==> src/rtl/blackbox_scan_pkg.sv <==
// blackbox_scan_pkg: shared state encoding and sizing for the blackbox truth-table scanner.
package blackbox_scan_pkg;
    localparam int NUM_VECTORS = 8;
    localparam int IDX_W = 3;
    localparam int CNT_W = 8;
    typedef logic [1:0] state_t;
    localparam state_t ST_IDLE = 2'd0;
    localparam state_t ST_SETTLE = 2'd1;
    localparam state_t ST_SAMPLE = 2'd2;
    localparam state_t ST_DONE = 2'd3;
endpackage

==> src/rtl/first_diff_enc.sv <==
// first_diff_enc: flags any difference between two truth tables and encodes the lowest differing bit.
module first_diff_enc
    import blackbox_scan_pkg::*;
(
    input  logic [NUM_VECTORS-1:0] a_i,
    input  logic [NUM_VECTORS-1:0] b_i,
    output logic                   mismatch_o,
    output logic [IDX_W-1:0]       err_index_o
);
    logic [NUM_VECTORS-1:0] diff;
    assign diff = a_i ^ b_i;
    assign mismatch_o = |diff;
    // Descending scan so the lowest set bit is the last one to win.
    always_comb begin
        err_index_o = '0;
        for (int i = NUM_VECTORS - 1; i >= 0; i--)
            if (diff[i]) err_index_o = IDX_W'(i);
    end
endmodule

==> src/rtl/blackbox_scanner.sv <==
// blackbox_scanner: steps {l,f,v} through all 8 vectors, samples w after a settle time, builds a truth table.
// Compare against expected_i is built only when BLACKBOX_SCAN_COMPARE_EN is defined.
module blackbox_scanner
    import blackbox_scan_pkg::*;
#(
    parameter int SETTLE_CYCLES = 2
) (
    input  logic                   clk,
    input  logic                   reset,
    input  logic                   start_i,
    input  logic [NUM_VECTORS-1:0] expected_i,
    input  logic                   w_i,
    output logic                   l_o,
    output logic                   f_o,
    output logic                   v_o,
    output logic                   busy_o,
    output logic                   done_o,
    output logic [NUM_VECTORS-1:0] table_o,
    output logic                   mismatch_o,
    output logic [IDX_W-1:0]       err_index_o
);
    state_t state_q, state_d;
    logic [IDX_W-1:0] idx_q, idx_d;
    logic [CNT_W-1:0] cnt_q, cnt_d;
    logic [NUM_VECTORS-1:0] table_q, table_d, table_s;
    logic mismatch_q, mismatch_d, cmp_mismatch;
    logic [IDX_W-1:0] err_q, err_d, cmp_err;
    logic accept, cnt_last, idx_last;
    assign accept = state_q == ST_IDLE && start_i;
    assign cnt_last = cnt_q == CNT_W'(SETTLE_CYCLES - 1);
    assign idx_last = idx_q == IDX_W'(NUM_VECTORS - 1);
    // Table as it will look after this SAMPLE; compare must see the final bit on DONE entry.
    assign table_s = (table_q & ~(NUM_VECTORS'(1) << idx_q)) | (NUM_VECTORS'(w_i) << idx_q);
`ifdef BLACKBOX_SCAN_COMPARE_EN
    logic [NUM_VECTORS-1:0] exp_q;
    always_ff @(posedge clk)
        if (reset) exp_q <= '0;
        else if (accept) exp_q <= expected_i;
    first_diff_enc u_enc (
        .a_i        (table_s),
        .b_i        (exp_q),
        .mismatch_o (cmp_mismatch),
        .err_index_o(cmp_err)
    );
`else
    logic unused_expected;
    assign unused_expected = ^expected_i;
    assign cmp_mismatch = 1'b0;
    assign cmp_err = '0;
`endif
    always_ff @(posedge clk)
        state_q <= reset ? ST_IDLE : state_d;
    always_comb
        state_d = (state_q == ST_IDLE)   ? (start_i  ? ST_SETTLE : ST_IDLE)   :
                  (state_q == ST_SETTLE) ? (cnt_last ? ST_SAMPLE : ST_SETTLE) :
                  (state_q == ST_SAMPLE) ? (idx_last ? ST_DONE   : ST_SETTLE) :
                                           ST_IDLE;
    always_comb begin
        busy_o = state_q == ST_SETTLE || state_q == ST_SAMPLE;
        done_o = state_q == ST_DONE;
    end
    always_comb begin
        idx_d = idx_q;
        cnt_d = cnt_q;
        table_d = table_q;
        mismatch_d = mismatch_q;
        err_d = err_q;
        if (accept) begin
            idx_d = '0;
            cnt_d = '0;
            table_d = '0;
            mismatch_d = 1'b0;
            err_d = '0;
        end
        if (state_q == ST_SETTLE) cnt_d = cnt_q + CNT_W'(1);
        if (state_q == ST_SAMPLE) begin
            table_d = table_s;
            idx_d = idx_last ? idx_q : idx_q + IDX_W'(1);
            cnt_d = '0;
            mismatch_d = idx_last ? cmp_mismatch : mismatch_q;
            err_d = idx_last ? cmp_err : err_q;
        end
    end
    always_ff @(posedge clk)
        if (reset) begin
            idx_q <= '0;
            cnt_q <= '0;
            table_q <= '0;
            mismatch_q <= 1'b0;
            err_q <= '0;
        end else begin
            idx_q <= idx_d;
            cnt_q <= cnt_d;
            table_q <= table_d;
            mismatch_q <= mismatch_d;
            err_q <= err_d;
        end
    assign {l_o, f_o, v_o} = idx_q;
    assign table_o = table_q;
    assign mismatch_o = mismatch_q;
    assign err_index_o = err_q;
endmodule
==> config.mk <==
export PLATFORM = sky130hd
export DESIGN_NAME = blackbox_scanner
export DESIGN_NICKNAME = d
export VERILOG_FILES = /design/src/rtl/blackbox_scan_pkg.sv /design/src/rtl/first_diff_enc.sv /design/src/rtl/blackbox_scanner.sv
export SDC_FILE = /design/constraint.sdc
export NUM_CORES = 1
export LEC_CHECK = 0
export BUFFER_PORTS_ARGS = -buffer_cell sky130_fd_sc_hd__clkbuf_2
export CAP_MARGIN = 20
export CORE_MARGIN = 1.5
export CORE_UTILIZATION = 30
export DETAILED_ROUTE_END_ITERATION = 7
export SLEW_MARGIN = 25
export SYNTH_ARGS = -nofsm -noshare
export SYNTH_HDL_FRONTEND = slang
export SYNTH_SLANG_ARGS = --single-unit
==> constraint.sdc <==
create_clock -name clk -period 2.5 [get_ports clk]
set_input_delay 0.5 -clock clk [delete_from_list [all_inputs] [get_ports clk]]
set_output_delay 0.5 -clock clk [all_outputs]
set_load 0.02 [all_outputs]
======== Yosys cells after proc, flatten, opt, wreduce, memory -nomap -nowiden ========
Cells that the tools add are included.
word-level totals
  flip-flop bits (word level) ............. 25
  bits in latches ......................... 0
  RAM bits ................................ 0
  memory bits (read-only) ................. 0
  input bits .............................. 12
  output and inout port bits .............. 17
  logic and storage cells ................. 45
  memories kept ........................... 0
cells by class
  add/sub/neg operators ................... 2
  $mul .................................... 0
  div/mod/pow operators ................... 0
  order comparisons ....................... 0
  eq/ne operators ......................... 7
  shift operators ......................... 2
  muxes and demuxes ....................... 17
  bitwise gates (word level) .............. 3
  reduce and logical (&&, ||, !) cells .... 8
operators with widths
  cell                                                                    count
  8-bit 2-to-1 mux                                                        3
  3-bit 2-to-1 mux                                                        5
  2-bit 2-to-1 mux                                                        5
  8-bit by 1-bit adder with 8-bit output (second input constant)          1
  8-bit AND                                                               1
  8-bit by 1-bit equality test with 1-bit output (second input constant)  1
  8-bit NOT                                                               1
  8-bit bitwise OR                                                        1
  1-bit by 3-bit << shifter with 8-bit output                             1
  1-bit by 3-bit << shifter with 8-bit output (first input constant)      1
  2-bit equality test (second input constant)                             2
  1-bit 2-to-1 mux                                                        4
  2-bit inequality test (second input constant)                           2
  2-bit AND reduction                                                     2
  2-bit nonzero test                                                      2
  3-bit by 1-bit adder with 3-bit output (second input constant)          1
  3-bit equality test (second input constant)                             1
  2-bit by 1-bit equality test with 1-bit output (second input constant)  1
  2-bit logical NOT                                                       1
  2-bit OR reduction                                                      1
  1-bit logical AND                                                       1
  1-bit logical OR                                                        1

======== Longest topological paths before layout ========
Gate-level depths: netlist of the first run.
  word-level depth ........................ 5
  gate-level depth with buffers ........... 6
  mapped depth without buffers ............ 5

======== Least setup slack after synthesis of the first run ========
No wires, ideal clock.
  path type ............................... reg-to-reg
  start point ............................. reg idx_q[0]
  end point ............................... reg state_q[1]
  library setup time ...................... 0.086 ns
  arrival ................................. 1.309 ns
  required time ........................... 2.414 ns
  path slack .............................. 1.105 ns
  cell stages (with the launch flop) ...... 6
  path buffers ............................ 0
  cells stage by stage .................... dfxtp_1 > ha_1 > ha_1 > and2_1 > nand2b_1 > a211oi_1
on the way
  word-level cells in the longest chain between the ends .. 5
RTL lines
  item                            line                    RTL
  from (decl)                     blackbox_scanner.sv:23  logic [IDX_W-1:0] idx_q, idx_d;
  from (signal assigned)          blackbox_scanner.sv:92  idx_q <= idx_d;
  3-bit equality test             blackbox_scanner.sv:31  assign idx_last = idx_q == IDX_W'(NUM_VECTORS - 1);
  2-bit 2-to-1 mux (2 in series)  blackbox_scanner.sv:56  (state_q == ST_SAMPLE) ? (idx_last ? ST_DONE : ST_SETTLE) :
  2-bit 2-to-1 mux                blackbox_scanner.sv:55  (state_q == ST_SETTLE) ? (cnt_last ? ST_SAMPLE : ST_SETTLE) :
  2-bit 2-to-1 mux                blackbox_scanner.sv:54  state_d = (state_q == ST_IDLE) ? (start_i ? ST_SETTLE : ST_IDLE) :
  to (signal assigned)            blackbox_scanner.sv:52  state_q <= reset ? ST_IDLE : state_d;
  to (decl)                       blackbox_scanner.sv:22  state_t state_q, state_d;
No other way between the ends.
A chain may end at the register's enable or synchronous reset.

======== Worst setup path after layout of the first run ========
  start point ............................. reg state_q[0]
  end point ............................... reg table_q[4] (netlist: table_o[4])
on the way
  word-level cells in the longest chain between the ends .. 3
  elaborated cells on any way between the ends .. 5
  classes of those cells .................. 1 x eq/ne; 1 x mux; 3 x reduce/logical
RTL lines
  item                                 line                    RTL
  2-bit logical NOT                    blackbox_scanner.sv:29  assign accept = state_q == ST_IDLE && start_i;
  1-bit logical AND                    blackbox_scanner.sv:29
  2-bit nonzero test (no source line)  --
  to (signal assigned)                 blackbox_scanner.sv:94  table_q <= table_d;
  to (decl)                            blackbox_scanner.sv:25  logic [NUM_VECTORS-1:0] table_q, table_d, table_s;
Several ways; a longest one is shown, not always the timed one.

==> results of run 1 <==
-- power by group --
group	switching, mW	internal [mW]	total [mW]	leakage [nW]
clock	0.104	0.113	0.217	0.0228
sequential	0.00298	0.337	0.340	0.169
combinational	0.0319	0.0129	0.0448	0.308
-- synthesized netlist by cell type, types with 2 or more instances --
master    count  share of area
nand4_1       3          0.016
dfxtp_1      21           0.36
or3_1         3          0.016
nand3b_1      8          0.052
inv_1         7          0.023
nand2b_1      3          0.016
or2_2         2          0.011
buf_4         4          0.026
o211ai_1      3          0.019
a211oi_1      2          0.013
nor2_1        9          0.029
nor2b_1       4          0.022
buf_2         2         0.0086
nand3_1       8          0.034
clkbuf_1      4          0.013
nand2_1       5          0.016
a32oi_1       6          0.045
ha_1         12           0.13
o21ai_0       4          0.017
a21oi_1      14          0.060
-- layer usage --
layer / up-vias / track usage / wire, µm
li1: 505 / - / -
met4: 0 / 0.03125 / 21
met2: 15 / 0.2117 / 1173
met1: 464 / 0.1333 / 1060
met3: 4 / 0.04110 / 89
met5: - / 0 / 0
-- worst min-delay path, delay by kind of cell (launching register included) --
family	cells	cell delay, ps
and+or+nand+nor	1	60
DFF	1	310
AOI/OAI and AO/OA	1	60
-- worst max path at each step --
stage,from,endpoint,slack (ps),depth (start not counted)
2_1_floorplan,idx_q[0],state_q[1],1100,5
5_1_grt,state_q[0],table_o[4],610,5
3_3_place_gp,state_q[0],table_o[0],880,5
4_1_cts,state_q[0],table_o[4],800,5
3_5_place_dp,state_q[0],table_o[4],810,5
6_report,state_q[0],table_o[4],810,5
-- cell type report --
cell class | instances | share of cell area
tap | 48 | 0.04602
clock buffer | 4 | 0.03452
multi-input combinational | 100 | 0.5158
inverter | 7 | 0.02013
sequential | 21 | 0.3221
timing repair buffer | 16 | 0.06136
-- logic make-up (layout without fill, tap and decap cells) --
group | after synthesis | count (layout) | share of synthesized area
buf+inv | 17 | 27 | 0.06989
simple gates | 51 | 51 | 0.2505
compound gates | 32 | 32 | 0.1774
fa+ha+maj | 12 | 12 | 0.1290
flops | 21 | 21 | 0.3613
other cells | 1 | 4 | 0.003223
mux | 1 | 1 | 0.008602
-- sequential cells by signal, indices dropped and copies added, names as in the netlist --
| register | cells |
|---|---|
| cnt_q | 8 |
| idx_q | 3 |
| state_q | 2 |
| table_o | 8 |
-- through the flow --
step	utilization	total power, mW	hold WS, ps	instance area [µm²]	std cells
after floorplan	-	0.3859	485.0	1175	138
after detailed placement	0.3416	0.3925	476.5	1260	192
after CTS	0.3538	0.6115	486.8	1305	196
after global routing	0.3538	0.6362	528.6	1305	196
final	0.3538	0.6017	477.4	1305	196
after global placement	0.3416	0.3907	455.6	1260	192
==> results by group, run 1 <==
Status
  – Status: complete, no violations

Min path
  – Worst Hold Depth: 2
  – Hold_sp: table_o[3]
  – Worst min path class: register to register
  – Hold path endpoint: table_o[3]

Synth
  – Seq/Total Area, Yosys: 0.3613
  – Gate count of the mapped netlist: 135
  – Warnings, synthesis: 0
  – Yosys reg bits: 21
  – FFs w/ async S/R, synth: 0
  – Syn_area_per_cell: 8.619 µm²
  – Number of flops mapped to enable cells by yosys: 0
  – Netlist Area Pre-Place: 1164 µm²
  – Synth cell types: 31
  – Primary FF master, synth: dfxtp_1

Die
  – Initial Utilization: 0.3155
  – Die height: roughly 65 µm
  – Cell Rows: 22
  – DIE WIDTH: 65.28 µm
  – I/O pins: 29
  – Die footprint: 4261 µm²
  – Core area: 3689 µm²

Finish
  – Multi-input combinational cell area: ~670 µm²
  – Fill cell count: 409
  – Commonest non-fill, non-tap cell in the layout: dfxtp_1
  – Most frequent cells in the layout: 21 x dfxtp_1, 16 x clkbuf_2, 14 x a21oi_1, 12 x ha_1, 9 x nor2_1
  – Share of layout cells above drive strength 1: 0.1486
  – Number of diodes: 0
  – Seq. cell area: 420.4 µm²
  – Final net count: 173
  – Area Overhead vs Synth: 12.15%

Global route
  – Gr usage total: 0.1185
  – Total grt overflow: 0
  – Largest net degree at the start of global routing: 16
  – First-pass GRT wire length: 4.002 mm
  – Initial antenna violation count: 0
  – Via count of the first global-routing pass: 936

Clock network
  – Setup Buffers After CTS: 0
  – Num CTS Buffers: 3
  – Worst-Skew Late Latency: roughly 260 ps
  – Clock Sinks: 21
  – Clock transition at path regs: 70 ps
  – Worst-case clock buffer depth: 2
  – # H-tree levels: 1
  – Hold bufs inserted after CTS: 0
  – CTS root buffer: clkbuf_8
  – Post-CTS Resized: 0
  – CTS tree: built

Routing
  – DR iter-0 viols: 52
  – DR vias: slightly below 1000
  – WL/cell: about 12 µm
  – Via density: 5.041
  – DRT Pass-1 Iters: 4
  – Post-DRT Antenna Nets: 0
  – Drc violations: 0
  – Total wire length: 2.345 mm

Timing
  – Tmin final: around 1700 ps
  – Final Max Tran Viols: 0
  – Period utilisation layout: 0.6770
  – Highest Clock Rate: 0.5908 GHz
  – Sum Neg Setup Slack: 0 ps
  – RSZ-0062 raised after global routing: false
  – PnR worst setup slack: 807.4 ps
  – Setup-failing EPs final: 0
  – Final hold viol count: 0
  – Setup Skew: 1.034 ps

Critical path
  – Crit-path max FO: 15
  – Worst Path Required: 2640 ps
  – Worst reg2reg endpoint: table_o[4]
  – Worst Setup End Kind: register
  – Crit path kind: register to register
  – Worst reg2reg startpoint: state_q[0]
  – Worst setup SP type: register
  – WP buf/inv: 1
  – Worst reg-to-reg setup slack: 810 ps
  – Arrival @ worst endpoint: around 1800 ps
  – FF-to-FF path depth: 5
  – CP peak stage delay: 420 ps
  – Slowest-stage cell, CP: nand3b_1
  – CP top delay family: simple AND/OR/NAND/NOR gates
  – Cell Chain, Critical Path: inv_1, ha_1, nand3b_1, a32oi_1, nor2_1

Power and ir drop
  – Maximum vdd drop: 278.7 µV
  – PD cells: 461.1 nW/µm²
  – Lkg Pwr: 0.5005 nW

Placement
  – Pre-CTS setup slack: 812.8 ps
  – IO buf count: 16
  – Final HPWL DP: roughly 1.8 mm
  – Placer Congestion: 0.7412

Flow run
  – Max Cap Violations: 0
Power figures use the tool's default switching activity.
==> run 2: changes to the inputs <==
- clock period: 2.5 -> 1.5 ns (I/O delays scaled with it)
==> run 2 against run 1 <==
Worst setup slack got worse by 760 ps. Combinational power rose by 120%. Total power rose by 73%. Final cell count rose by 4.6%. Via count rose by 3.0%. Utilization rose by 2.8 points. Clock power rose by 73%. Critical path depth fell by 2.
==> results by group, run 2 (same netlist as run 1, synthesis figures left out) <==
Routing
  – Drc violations: 0
  – Total wire length: 2.615 mm
  – Via density: 4.966
  – DR vias: roughly 1000
  – DR iter-0 viols: 28
  – DRT Pass-1 Iters: 3
  – WL/cell: ~13 µm
  – Post-DRT Antenna Nets: 0

Critical path
  – Crit-path max FO: 3
  – Arrival @ worst endpoint: 1150 ps
  – Worst reg2reg endpoint: idx_q[1]
  – Worst reg-to-reg setup slack: 90 ps
  – Crit path kind: register to output pin
  – Worst Setup End Kind: output pin
  – Worst setup SP type: register
  – Worst Path Required: about 1200 ps
  – FF-to-FF path depth: 6
  – Worst reg2reg startpoint: state_q[0]

Timing
  – Tmin final: 1448 ps
  – Highest Clock Rate: 0.6908 GHz
  – Final hold viol count: 0
  – Sum Neg Setup Slack: 0 ps
  – PnR worst setup slack: 52.33 ps
  – WHS: approximately 380 ps
  – Period utilisation layout: 0.9651
  – Final Max Tran Viols: 0
  – Setup-failing EPs final: 0
  – Setup Skew: roughly 3.4 ps
  – RSZ-0062 raised after global routing: false

Finish
  – Fin area: 1409 µm²
  – Multi-input combinational cell area: 703.2 µm²
  – Fill cell count: ~380
  – Number of diodes: 0
  – Most frequent cells in the layout: 19 x dfxtp_1, 16 x clkbuf_2, 13 x a21oi_1, 10 x ha_1
  – Commonest non-fill, non-tap cell in the layout: dfxtp_1
  – Seq. cell area: between 400 and 500 µm²
  – Final net count: 182
  – Area Overhead vs Synth: 21.08%
  – Share of layout cells above drive strength 1: 0.2484

Clock network
  – Clock transition at path regs: 80 ps
  – CTS tree: built
  – CTS root buffer: clkbuf_8
  – Num CTS Buffers: 3
  – Worst-Skew Late Latency: approximately 260 ps
  – Clock Sinks: 21
  – Worst-case clock buffer depth: 2
  – # H-tree levels: 1

Min path
  – Hold_sp: start_i
  – Worst Hold Depth: 3
  – Hold path endpoint: state_q[0]
  – Worst min path class: primary input to register

Die
  – Cell Rows: 22
  – DIE WIDTH: around 65 µm
  – Die height: 65.28 µm
  – Die footprint: 4261 µm²
  – Core area: around 3700 µm²
  – I/O pins: 29
  – Initial Utilization: 0.3155

Global route
  – Gr usage total: 0.1249
  – First-pass GRT wire length: 4.229 mm
  – Total grt overflow: 0
  – Largest net degree at the start of global routing: 14
  – Via count of the first global-routing pass: 1002
  – Initial antenna violation count: 0

Placement
  – Pre-CTS setup slack: -39.54 ps
  – Placer Congestion: approximately 0.77
  – Post-Place Cell Area: 1320 µm²
  – IO buf count: 16
  – Final HPWL DP: 1.958 mm

Power and ir drop
  – Maximum vdd drop: 539.4 µV
  – Power Total: 1.041 mW
  – Lkg Pwr: 0.5557 nW
  – PD cells: 738.7 nW/µm²

Flow run
  – Max Cap Violations: 0

Status
  – Status: complete, no violations
-- run 2: cell count changes in the layout (fill, tap and decap cells not counted), sizes merged --
| cell | delta |
|---|---|
| clkinv | +1 |
| buf | +9 |
| clkbuf | -1 |
-- run 2: stage by stage --
stage	util	std cells
6_report	0.3820	205
5_1_grt	0.3820	205
4_1_cts	0.3731	205
3_5_place_dp	0.3579	200
3_3_place_gp	0.3579	200
2_1_floorplan	-	138
-- run 2: how the worst max path moves through the flow --
stage,start,end,slack (ps)
3_5_place_dp,state_q[0],table_o[2],-40
3_3_place_gp,state_q[1],cnt_q[7],20
4_1_cts,state_q[0],busy_o,20
5_1_grt,state_q[1],busy_o,10
2_1_floorplan,idx_q[0],state_q[1],100
6_report,state_q[0],busy_o,50
-- run 2: routing by layer --
metal	wire length, µm	vias up	global-route usage
li1	-	523	-
met1	1083	482	0.1279
met2	1445	13	0.2551
met3	85	0	0.02740
met4	0	0	0.02344
met5	0	-	0
-- run 2: layout make-up --
cell class,count,area share
multi-input cells,100,0.4991
flip-flops and latches,21,0.3020
repair buffers,25,0.1048
well taps,48,0.04263
clock buffers,3,0.02931
inverters,7,0.01865
clock inverters,1,0.003552
-- run 2: worst max-delay path, cell delays in order (launching register included) --
cell      delay [ps]
dfxtp_4          370
inv_1             70
ha_1             290
clkbuf_2         160
-- run 2: report_power, final --
part	internal, mW	switching, mW	total (mW)
Clock	0.185	0.190	0.375
Combinational	0.0374	0.0628	0.100
Sequential	0.561	0.00462	0.565
Total	0.783	0.257	1.04
-- run 2: repair_timing --
item	4_1_cts	5_1_grt
endpoints found under the hold margin	0	0
hold buffers	0	0
resized for setup	1	11
setup buffers	1	0
setup endpoints to repair	8	17
